$ cat src/rtl/tape_recorder.sv
// Oric cassette decoder: classifies rising-edge periods on tape_out into bits,
// assembles start + 8 data (LSB first) + odd parity frames and writes each byte.
module tape_recorder #(
  parameter int unsigned CLK_KHZ   = 24000,
  // Reset value of the write pointer; nonzero only to reach the cache-full boundary quickly.
  parameter logic [15:0] WPTR_INIT = 16'h0000
) (
  input  logic        clk,
  input  logic        reset_n,
  input  logic        en,
  input  logic        tape_out,
  input  logic        rewind,
  output logic [15:0] tape_addr,
  output logic [7:0]  tape_data,
  output logic        tape_wr,
  output logic [15:0] tape_end,
  output logic        parity_err,
  output logic        active,
  output logic        full
);

  localparam int unsigned MINP_C   = CLK_KHZ * 104 / 1000;
  localparam int unsigned THRESH_C = CLK_KHZ * 312 / 1000;
  localparam int unsigned MAXP_C   = CLK_KHZ * 624 / 1000;

  localparam logic [15:0] MINP    = 16'(MINP_C);
  localparam logic [15:0] THRESH  = 16'(THRESH_C);
  localparam logic [15:0] MAXP    = 16'(MAXP_C);
  localparam logic [15:0] CNT_SAT = 16'(MAXP_C + 1);

  typedef enum logic [1:0] {
    HUNT,
    DATA,
    PARITY
  } state_t;

  state_t      state, state_d;
  logic        sync_q1, sync_q2, sync_prev;
  logic        rise;
  logic        have_ref;
  logic [15:0] period_cnt;
  logic [2:0]  bit_idx;
  logic [7:0]  shreg;
  logic [15:0] wptr;
  logic        wr_q;

  logic        edge_start, resync, timeout, accept_edge;
  logic        bit_valid, bit_val;
  logic        shift_en, close_frame;
  logic        parity_ok;

  // tape_out is asynchronous to clk; sync_prev gives the edge detector a clean history.
  always_ff @(posedge clk or negedge reset_n) begin
    if (!reset_n) begin
      sync_q1   <= 1'b0;
      sync_q2   <= 1'b0;
      sync_prev <= 1'b0;
    end else begin
      // NOTE: non-blocking so each flop takes its neighbour's pre-edge value;
      // blocking here would collapse the chain into a single flop.
      sync_q1   <= tape_out;
      sync_q2   <= sync_q1;
      sync_prev <= sync_q2;
    end
  end

  assign rise = sync_q2 & ~sync_prev;

  // Period classification; a glitch edge falls through every branch and is ignored.
  always_comb begin
    // NOTE: every signal gets a default first, so no path leaves one
    // unassigned and infers a latch.
    edge_start = 1'b0;
    resync     = 1'b0;
    timeout    = 1'b0;
    bit_valid  = 1'b0;
    bit_val    = 1'b0;
    if (en && !rewind) begin
      if (rise) begin
        if (!have_ref) begin
          edge_start = 1'b1;
        end else if (period_cnt > MAXP) begin
          resync = 1'b1;
        end else if (period_cnt > THRESH) begin
          bit_valid = 1'b1;
          bit_val   = 1'b0;
        end else if (period_cnt >= MINP) begin
          bit_valid = 1'b1;
          bit_val   = 1'b1;
        end
      end else if (have_ref && period_cnt == CNT_SAT) begin
        timeout = 1'b1;
      end
    end
  end

  assign accept_edge = edge_start | resync | bit_valid;

  // Counter holds the cycles since the last accepted edge, so it reads p on the next one.
  always_ff @(posedge clk or negedge reset_n) begin
    if (!reset_n) begin
      have_ref   <= 1'b0;
      period_cnt <= 16'd0;
    end else if (!en || rewind) begin
      have_ref   <= 1'b0;
      period_cnt <= 16'd0;
    end else if (accept_edge) begin
      have_ref   <= 1'b1;
      period_cnt <= 16'd1;
    end else if (timeout) begin
      have_ref   <= 1'b0;
      period_cnt <= 16'd0;
    end else if (have_ref && period_cnt != CNT_SAT) begin
      period_cnt <= period_cnt + 16'd1;
    end
  end

  always_ff @(posedge clk or negedge reset_n) begin
    if (!reset_n) begin
      state <= HUNT;
    end else begin
      state <= state_d;
    end
  end

  always_comb begin
    state_d     = state;
    shift_en    = 1'b0;
    close_frame = 1'b0;
    if (!en || rewind || resync || timeout) begin
      state_d = HUNT;
    end else if (bit_valid) begin
      case (state)
        HUNT: begin
          if (!bit_val) begin
            state_d = DATA;
          end
        end
        DATA: begin
          shift_en = 1'b1;
          if (bit_idx == 3'd7) begin
            state_d = PARITY;
          end
        end
        PARITY: begin
          close_frame = 1'b1;
          state_d     = HUNT;
        end
        default: state_d = HUNT;
      endcase
    end
  end

  // bit_idx wraps 7 -> 0 on the last data bit, ready for the next frame.
  always_ff @(posedge clk or negedge reset_n) begin
    if (!reset_n) begin
      shreg   <= 8'h00;
      bit_idx <= 3'd0;
    end else if (state == HUNT) begin
      bit_idx <= 3'd0;
    end else if (shift_en) begin
      shreg   <= {bit_val, shreg[7:1]};
      bit_idx <= bit_idx + 3'd1;
    end
  end

  // Odd parity: data ones plus the parity bit must total an odd count.
  assign parity_ok = ^{shreg, bit_val};

  always_ff @(posedge clk or negedge reset_n) begin
    if (!reset_n) begin
      wptr       <= WPTR_INIT;
      parity_err <= 1'b0;
      wr_q       <= 1'b0;
      tape_addr  <= 16'h0000;
      tape_data  <= 8'h00;
    end else if (rewind) begin
      wptr       <= 16'h0000;
      parity_err <= 1'b0;
      wr_q       <= 1'b0;
    end else begin
      wr_q <= 1'b0;
      if (wr_q) begin
        wptr <= wptr + 16'd1;
      end
      if (close_frame) begin
        if (!parity_ok) begin
          parity_err <= 1'b1;
        end
        if (!full) begin
          wr_q      <= 1'b1;
          tape_addr <= wptr;
          tape_data <= shreg;
        end
      end
    end
  end

  // A rewind landing on the strobe cycle suppresses the write at the old address.
  assign tape_wr  = wr_q & ~rewind;
  assign tape_end = wptr;
  assign full     = &wptr;
  assign active   = (state != HUNT);

endmodule

$ cat config.mk
export PLATFORM = sky130hd
export DESIGN_NAME = tape_recorder
export DESIGN_NICKNAME = d
export VERILOG_FILES = /design/src/rtl/tape_recorder.sv
export SDC_FILE = /design/constraint.sdc
export NUM_CORES = 1
export LEC_CHECK = 0
export BUFFER_PORTS_ARGS = -buffer_cell sky130_fd_sc_hd__buf_2
export CAP_MARGIN = 25
export CELL_PAD_IN_SITES_DETAIL_PLACEMENT = 0
export CELL_PAD_IN_SITES_GLOBAL_PLACEMENT = 1
export CORE_MARGIN = 5
export CORE_UTILIZATION = 39
export DETAILED_ROUTE_END_ITERATION = 8
export HOLD_SLACK_MARGIN = 0.02
export PLACE_DENSITY_LB_ADDON = 0.1
export SLEW_MARGIN = 5
export SYNTH_ARGS = -nofsm -noshare
export SYNTH_HDL_FRONTEND = slang
export SYNTH_SLANG_ARGS = --single-unit
$ cat constraint.sdc
create_clock -name clk -period 3.2 [get_ports clk]
set_clock_uncertainty 0.1 [all_clocks]
set_input_delay 0.16 -clock clk [delete_from_list [all_inputs] [get_ports clk]]
set_output_delay 0.16 -clock clk [all_outputs]
set_load 0.01 [all_outputs]
* Yosys cells after proc, flatten, opt, wreduce, memory -nomap -nowiden
Cells that the tools add are included.
Storage, ports and cells: bits in registers 75, bits of input ports 5, output and inout bits 44, word-level logic and storage cells 106
Cells by class: $add $sub $neg 3, magnitude comparators 3, equal/unequal tests 8, mux-type cells 49, bitwise operators 8, reductions and logical operators 22
Operator list (count):
- 2-to-1 mux 16 bit | 6
- 2-to-1 mux 1 bit | 36
- adder 16 x 1 -> 16 bit (second input constant) | 2
- equality test 16 x 14 -> 1 bit (second input constant) | 1
- >= comparator 16 x 12 -> 1 bit (second input constant) | 1
- > comparator 16 x 13 -> 1 bit (second input constant) | 1
- > comparator 16 x 14 -> 1 bit (second input constant) | 1
- inequality test 16 x 14 -> 1 bit (second input constant) | 1
- AND reduction 16 bit | 1
- nonzero test 2 bit | 5
- parity 9 bit | 1
- 2-to-1 mux 2 bit | 4
- 2-to-1 mux 3 bit | 2
- inequality test 3 bit (second input constant) | 2
- AND reduction 3 bit | 2
- NOT 1 bit | 4
- case mux 2 bit (2 select lines) | 1
- AND reduction 2 bit | 2
- nonzero test 4 bit | 1
- adder 3 x 1 -> 3 bit (second input constant) | 1
- equality test 3 bit (second input constant) | 1
- logical AND 1 bit | 3
- logical OR 1 bit | 3
- nonzero test 3 bit | 1
- 7 further kinds | 10

* Longest topological paths before layout
word-level depth 11, depth in mapped cells 9, mapped depth without buffers 7

* Worst setup path before layout
Ideal clock, no wire load.
kind register -> register, start point reg period_cnt[0], end point reg tape_addr[0], setup time 0.125 ns, arrival 2.204 ns, data required time 2.975 ns, path slack 0.771 ns, stages on the path, launching flop included 9, path buffers 1, period minus slack after synthesis 2.429 ns, path through dfrtp_1 -> inv_1 -> ha_1 -> nor3b_1 -> a211oi_1 -> or2_4 -> nor4_4 -> buf_6 -> mux2_2
Between the ends: longest elaborated chain between the ends 10, elaborated cells between the ends (all ways) 23, those cells by class 3 x order compare; 1 x eq/ne; 15 x mux; 4 x reduce/logical
RTL lines:
- from (decl) | line 41 | logic [15:0] period_cnt;
- from (signal assigned) | line 114 | period_cnt <= period_cnt + 16'd1;
- >= comparator 16 x 12 -> 1 bit | line 87 | end else if (period_cnt >= MINP) begin
- 2-to-1 mux 1 bit | line 87
- 2-to-1 mux 1 bit | line 84 | end else if (period_cnt > THRESH) begin
- 2-to-1 mux 1 bit | line 82 | end else if (period_cnt > MAXP) begin
- 2-to-1 mux 1 bit | line 80 | if (!have_ref) begin
- 2-to-1 mux 1 bit | line 79 | if (rise) begin
- 2-to-1 mux 1 bit | line 78 | if (en && !rewind) begin
- 2-to-1 mux 1 bit | line 132 | end else if (bit_valid) begin
- 2-to-1 mux 1 bit (*) | line 130 | if (!en || rewind || resync || timeout) begin
- AND reduction 3 bit (no line) (*)
- to (signal assigned) | line 192 | tape_addr <= wptr;
- to (decl) | line 13 | output logic [15:0] tape_addr,
Every way passes the cells marked *; elsewhere a longest branch is shown, timed or not. A chain may end at the register's enable or synchronous reset.

* Final worst setup path
start point reg period_cnt[0], end point reg tape_addr[6]
Same word-level chain as after synthesis.

==> impl_metrics.py <==
metrics = {
    "run_status": {
        "status": "finished clean",
    },
    "yosys": {
        "synthSimpleGateAreaFrac_pct": 17.3,
        "synth-edff-count": 0,
        "syn_area_um2": 3560,
        "yosysWarnings": 0,
        "synthMuxAreaShare_pct": 11.0,
        "synthArstFlopShare_pct": 100,
        "synth_top_family_by_area": "simple AND/OR/NAND/NOR gates",
        "yosysUniqueCellTypes": 40,
        "synth_xor_area_share_pct": 8.62,
        "synth-adder-area-share_pct": 2.11,
        "synth_seq_cells": 75,
        "synth-compound-area-share_pct": 5.21,
        "ys_seq_area_share_pct": 52.8,
        "syn_inst": 317,
        "synth.avg_cell_area_um2": 11.2,
        "synth_fp_nets": 328,
        "synth-main-ff-cell": "dfrtp_1",
    },
    "sta": {
        "grt_setup_unrepaired": "false",
        "hold_viol_final": 0,
        "max_freq_ghz": 0.386,
        "max_slew_margin_pct": 46.6,
        "finalWorstSetupSlack_ps": 606,
        "timing.hold.ws_ps": 127,
        "slew_viol_final": 0,
        "setup_viol": 0,
        "fin_crit_sh_pct": 81.0,
        "setup_tns_ps": 0,
        "worst_pin_slew_ps": 794,
        "fin_crit_ps": 2590,
    },
    "clock_network": {
        "clkSinkCount": 75,
        "hold_buffers": 2,
        "cts_tree": "done",
        "cts_buffers": 9,
        "ctsResizeCount": 0,
        "clkTransAtPathRegs_ps": 90,
        "cts.htree.levels": 3,
        "clockBufferDepth": 2,
        "clk_latency_ps": 350,
        "clock-root-buffer": "clkbuf_8",
        "cts_setup_buffers": 0,
    },
    "pwr": {
        "vdd_drop_max_mv": 0.199,
        "p_sw_share_pct": 22.0,
        "power.share.clock_pct": 44.5,
        "internal-power_mw": 1.40,
        "combPwrFrac_pct": 2.5,
        "seqPwrFrac_pct": 52.9,
        "power.density_nw_per_um2": 436,
        "p_sw_mw": 0.397,
        "p_leak_nw": 1.99,
    },
    "place": {
        "placed_cells": 461,
        "dp.final_hpwl_um": 4950,
        "io_buffers": 48,
        "place_ws_ps": 586,
        "gp_congestion": 0.786,
    },
    "layout": {
        "drive_gt1_share_pct": 27.2,
        "finalNetCount": 378,
        "diodes": 0,
        "fillCellCount": 842,
        "syn_to_final_growth_pct": 15.9,
        "layout.cells.non_filler": 479,
    },
    "drt": {
        "routed_wirelength_um": 7230,
        "routed-via-count": 2431,
        "postRouteAntennaNets": 0,
        "drc_errors": 0,
        "drt-initial-drc-count": 97,
        "viasPerCell": 5.08,
        "wire_per_inst_um": 15.1,
        "drt_first_pass_iters": 4,
    },
    "worst_setup_path": {
        "critPathArrivalTime_ps": 2730,
        "cp.required_ps": 3340,
        "critical_path.max_stage_delay_ps": 420,
        "critPathKind": "reg -> reg",
        "crit_slowest_cell": "dfrtp_1",
        "endpoint_kind": "flip-flop",
        "crit_chain": "inv_1 -> ha_1 -> nor3b_1 -> a211oi_1 -> or2_4 -> nor4_4 -> buf_4 -> mux2_2",
        "startpoint_type": "flip-flop",
        "worstPathMaxFanout": 24,
    },
    "die": {
        "rows": 34,
        "die_x_um": 105,
        "die_h_um": 105,
        "io_pins": 49,
        "initial_core_util_pct": 40.4,
        "die_area_um2": 11100,
        "core_area_um2": 8810,
    },
    "global_route": {
        "gr-usage-all-layers_pct": 13.7,
        "grt_pass1_wl_um": 12400,
        "grt_max_degree": 76,
        "grt_overflow": 0,
        "antenna_found_initial": 0,
        "grt_pass1_vias": 2532,
    },
    "hold_path": {
        "hold_class": "in -> reg",
    },
    "flow_run": {
        "cap_violations": 0,
    },
}
==> cells by family after synthesis <==
group	count (synthesis)
buffers and inverters	22
AOI/OAI and AO/OA	29
muxes	35
xor gates and xnor gates	35
and+or+nand+nor	115
adders and majority gates	6
DFF	75
==> cells in the mapped netlist, drive strengths merged (2+ instances only) <==
| cell type | instances | area [um2] |
|---|---|---|
| nand2 | 15 | 56.3 |
| and3 | 7 | 43.8 |
| buf | 10 | 61.3 |
| inv | 9 | 33.8 |
| nor2b | 3 | 18.8 |
| or2 | 2 | 15.0 |
| nor3 | 6 | 30.0 |
| and2 | 2 | 12.5 |
| dfrtp | 75 | 1880 |
| nand4 | 14 | 87.6 |
| o21bai | 2 | 15.0 |
| ha | 6 | 75.1 |
| nand3 | 14 | 70.1 |
| mux2i | 3 | 30.0 |
| or3 | 4 | 25.0 |
| clkbuf | 3 | 11.3 |
| mux2 | 32 | 360 |
| and4 | 3 | 26.3 |
| a21oi | 6 | 30.0 |
| xnor2 | 17 | 149 |
| o21ai | 11 | 55.1 |
| nor4 | 4 | 55.1 |
| nor2 | 37 | 139 |
| xor2 | 18 | 158 |
| a211oi | 3 | 22.5 |
==> layer usage <==
layer  vias up  wire, um  part of all wire [%]  GRT usage [%]
met4         0       123                   1.7           6.19
met2        44      3190                    44           20.7
met3        11       313                   4.3           2.93
met1      1170      3600                    50           18.9
li1       1206         -                     -              -
met5         -         0                     0              0
==> final timing paths <==
kind                          startpoint             to  slack, ps  cells after the start
max                        period_cnt[0]   tape_addr[6]        610                      8
min                               rewind    tape_end[3]        130                      2
max reg2reg                period_cnt[0]   tape_addr[6]        610                      8
min reg2reg                      sync_q1        sync_q2        250                      0
max in group asynchronous        reset_n  period_cnt[9]       2230                      3
min in group asynchronous        reset_n  period_cnt[4]        200                      2
==> power groups by stage <==
stage | Sequential (mW) | Clock (mW) | Combinational (mW)
2_1_floorplan | 0.971 | 0 | 0.0165
3_3_place_gp | 0.972 | 0 | 0.0425
3_5_place_dp | 0.972 | 0 | 0.0434
4_1_cts | 0.953 | 0.829 | 0.0454
5_1_grt | 0.953 | 0.862 | 0.0538
6_report | 0.953 | 0.801 | 0.0458
==> final cells by class <==
type / count / area, um2 / area share, %
Timing Repair Buffer: 52 / 290 / 7.04
Clock buffer: 10 / 128 / 3.10
Sequential cell: 75 / 1880 / 45.5
Multi-Input combinational cell: 220 / 1570 / 38.1
Inverter: 9 / 33.8 / 0.819
Clock inverter: 5 / 86.3 / 2.09
Tap cell: 108 / 135 / 3.28
==> critical path, delay by kind of cell, from the launching register on <==
family,cells,cell delay (ps)
and+or+nand+nor,3,790
buffers and inverters,2,440
AOI/OAI and AO/OA,1,160
adders and majority gates,1,170
DFF,1,420
muxes,1,370
==> layout by cell type (no fill, tap or decap), types with 3 or more instances in the layout <==
master	n
dfrtp_1	75
buf_2	47
nor2_1	37
mux2_2	32
xor2_1	18
xnor2_1	17
nand2_1	15
nand3_1	14
nand4_1	14
o21ai_0	11
inv_1	9
clkbuf_8	9
and3_1	7
nor3_1	6
a21oi_1	6
ha_1	6
or3_1	4
and4_1	3
a211oi_1	3
nor2b_1	3
mux2i_1	3
==> state kept, by name, summed over array words and instances (netlist names) <==
signal and count:
bit_idx 3, tape_addr 16, shreg 8, state 2, period_cnt 16, parity_err 1
tape_data 8, sync_q1 1, tape_end 16, sync_q2 1, have_ref 1, sync_prev 1
wr_q 1
==> metrics by stage <==
stage | instance area [um2] | util [%] | power (mW)
5_1_grt | 4120 | 46.8 | 1.87
4_1_cts | 4100 | 46.6 | 1.83
3_5_place_dp | 3870 | 43.9 | 1.02
3_3_place_gp | 3870 | 43.9 | 1.01
6_report | 4120 | 46.8 | 1.80
2_1_floorplan | 3560 | - | 0.988
Power figures use the tool's default switching activity.
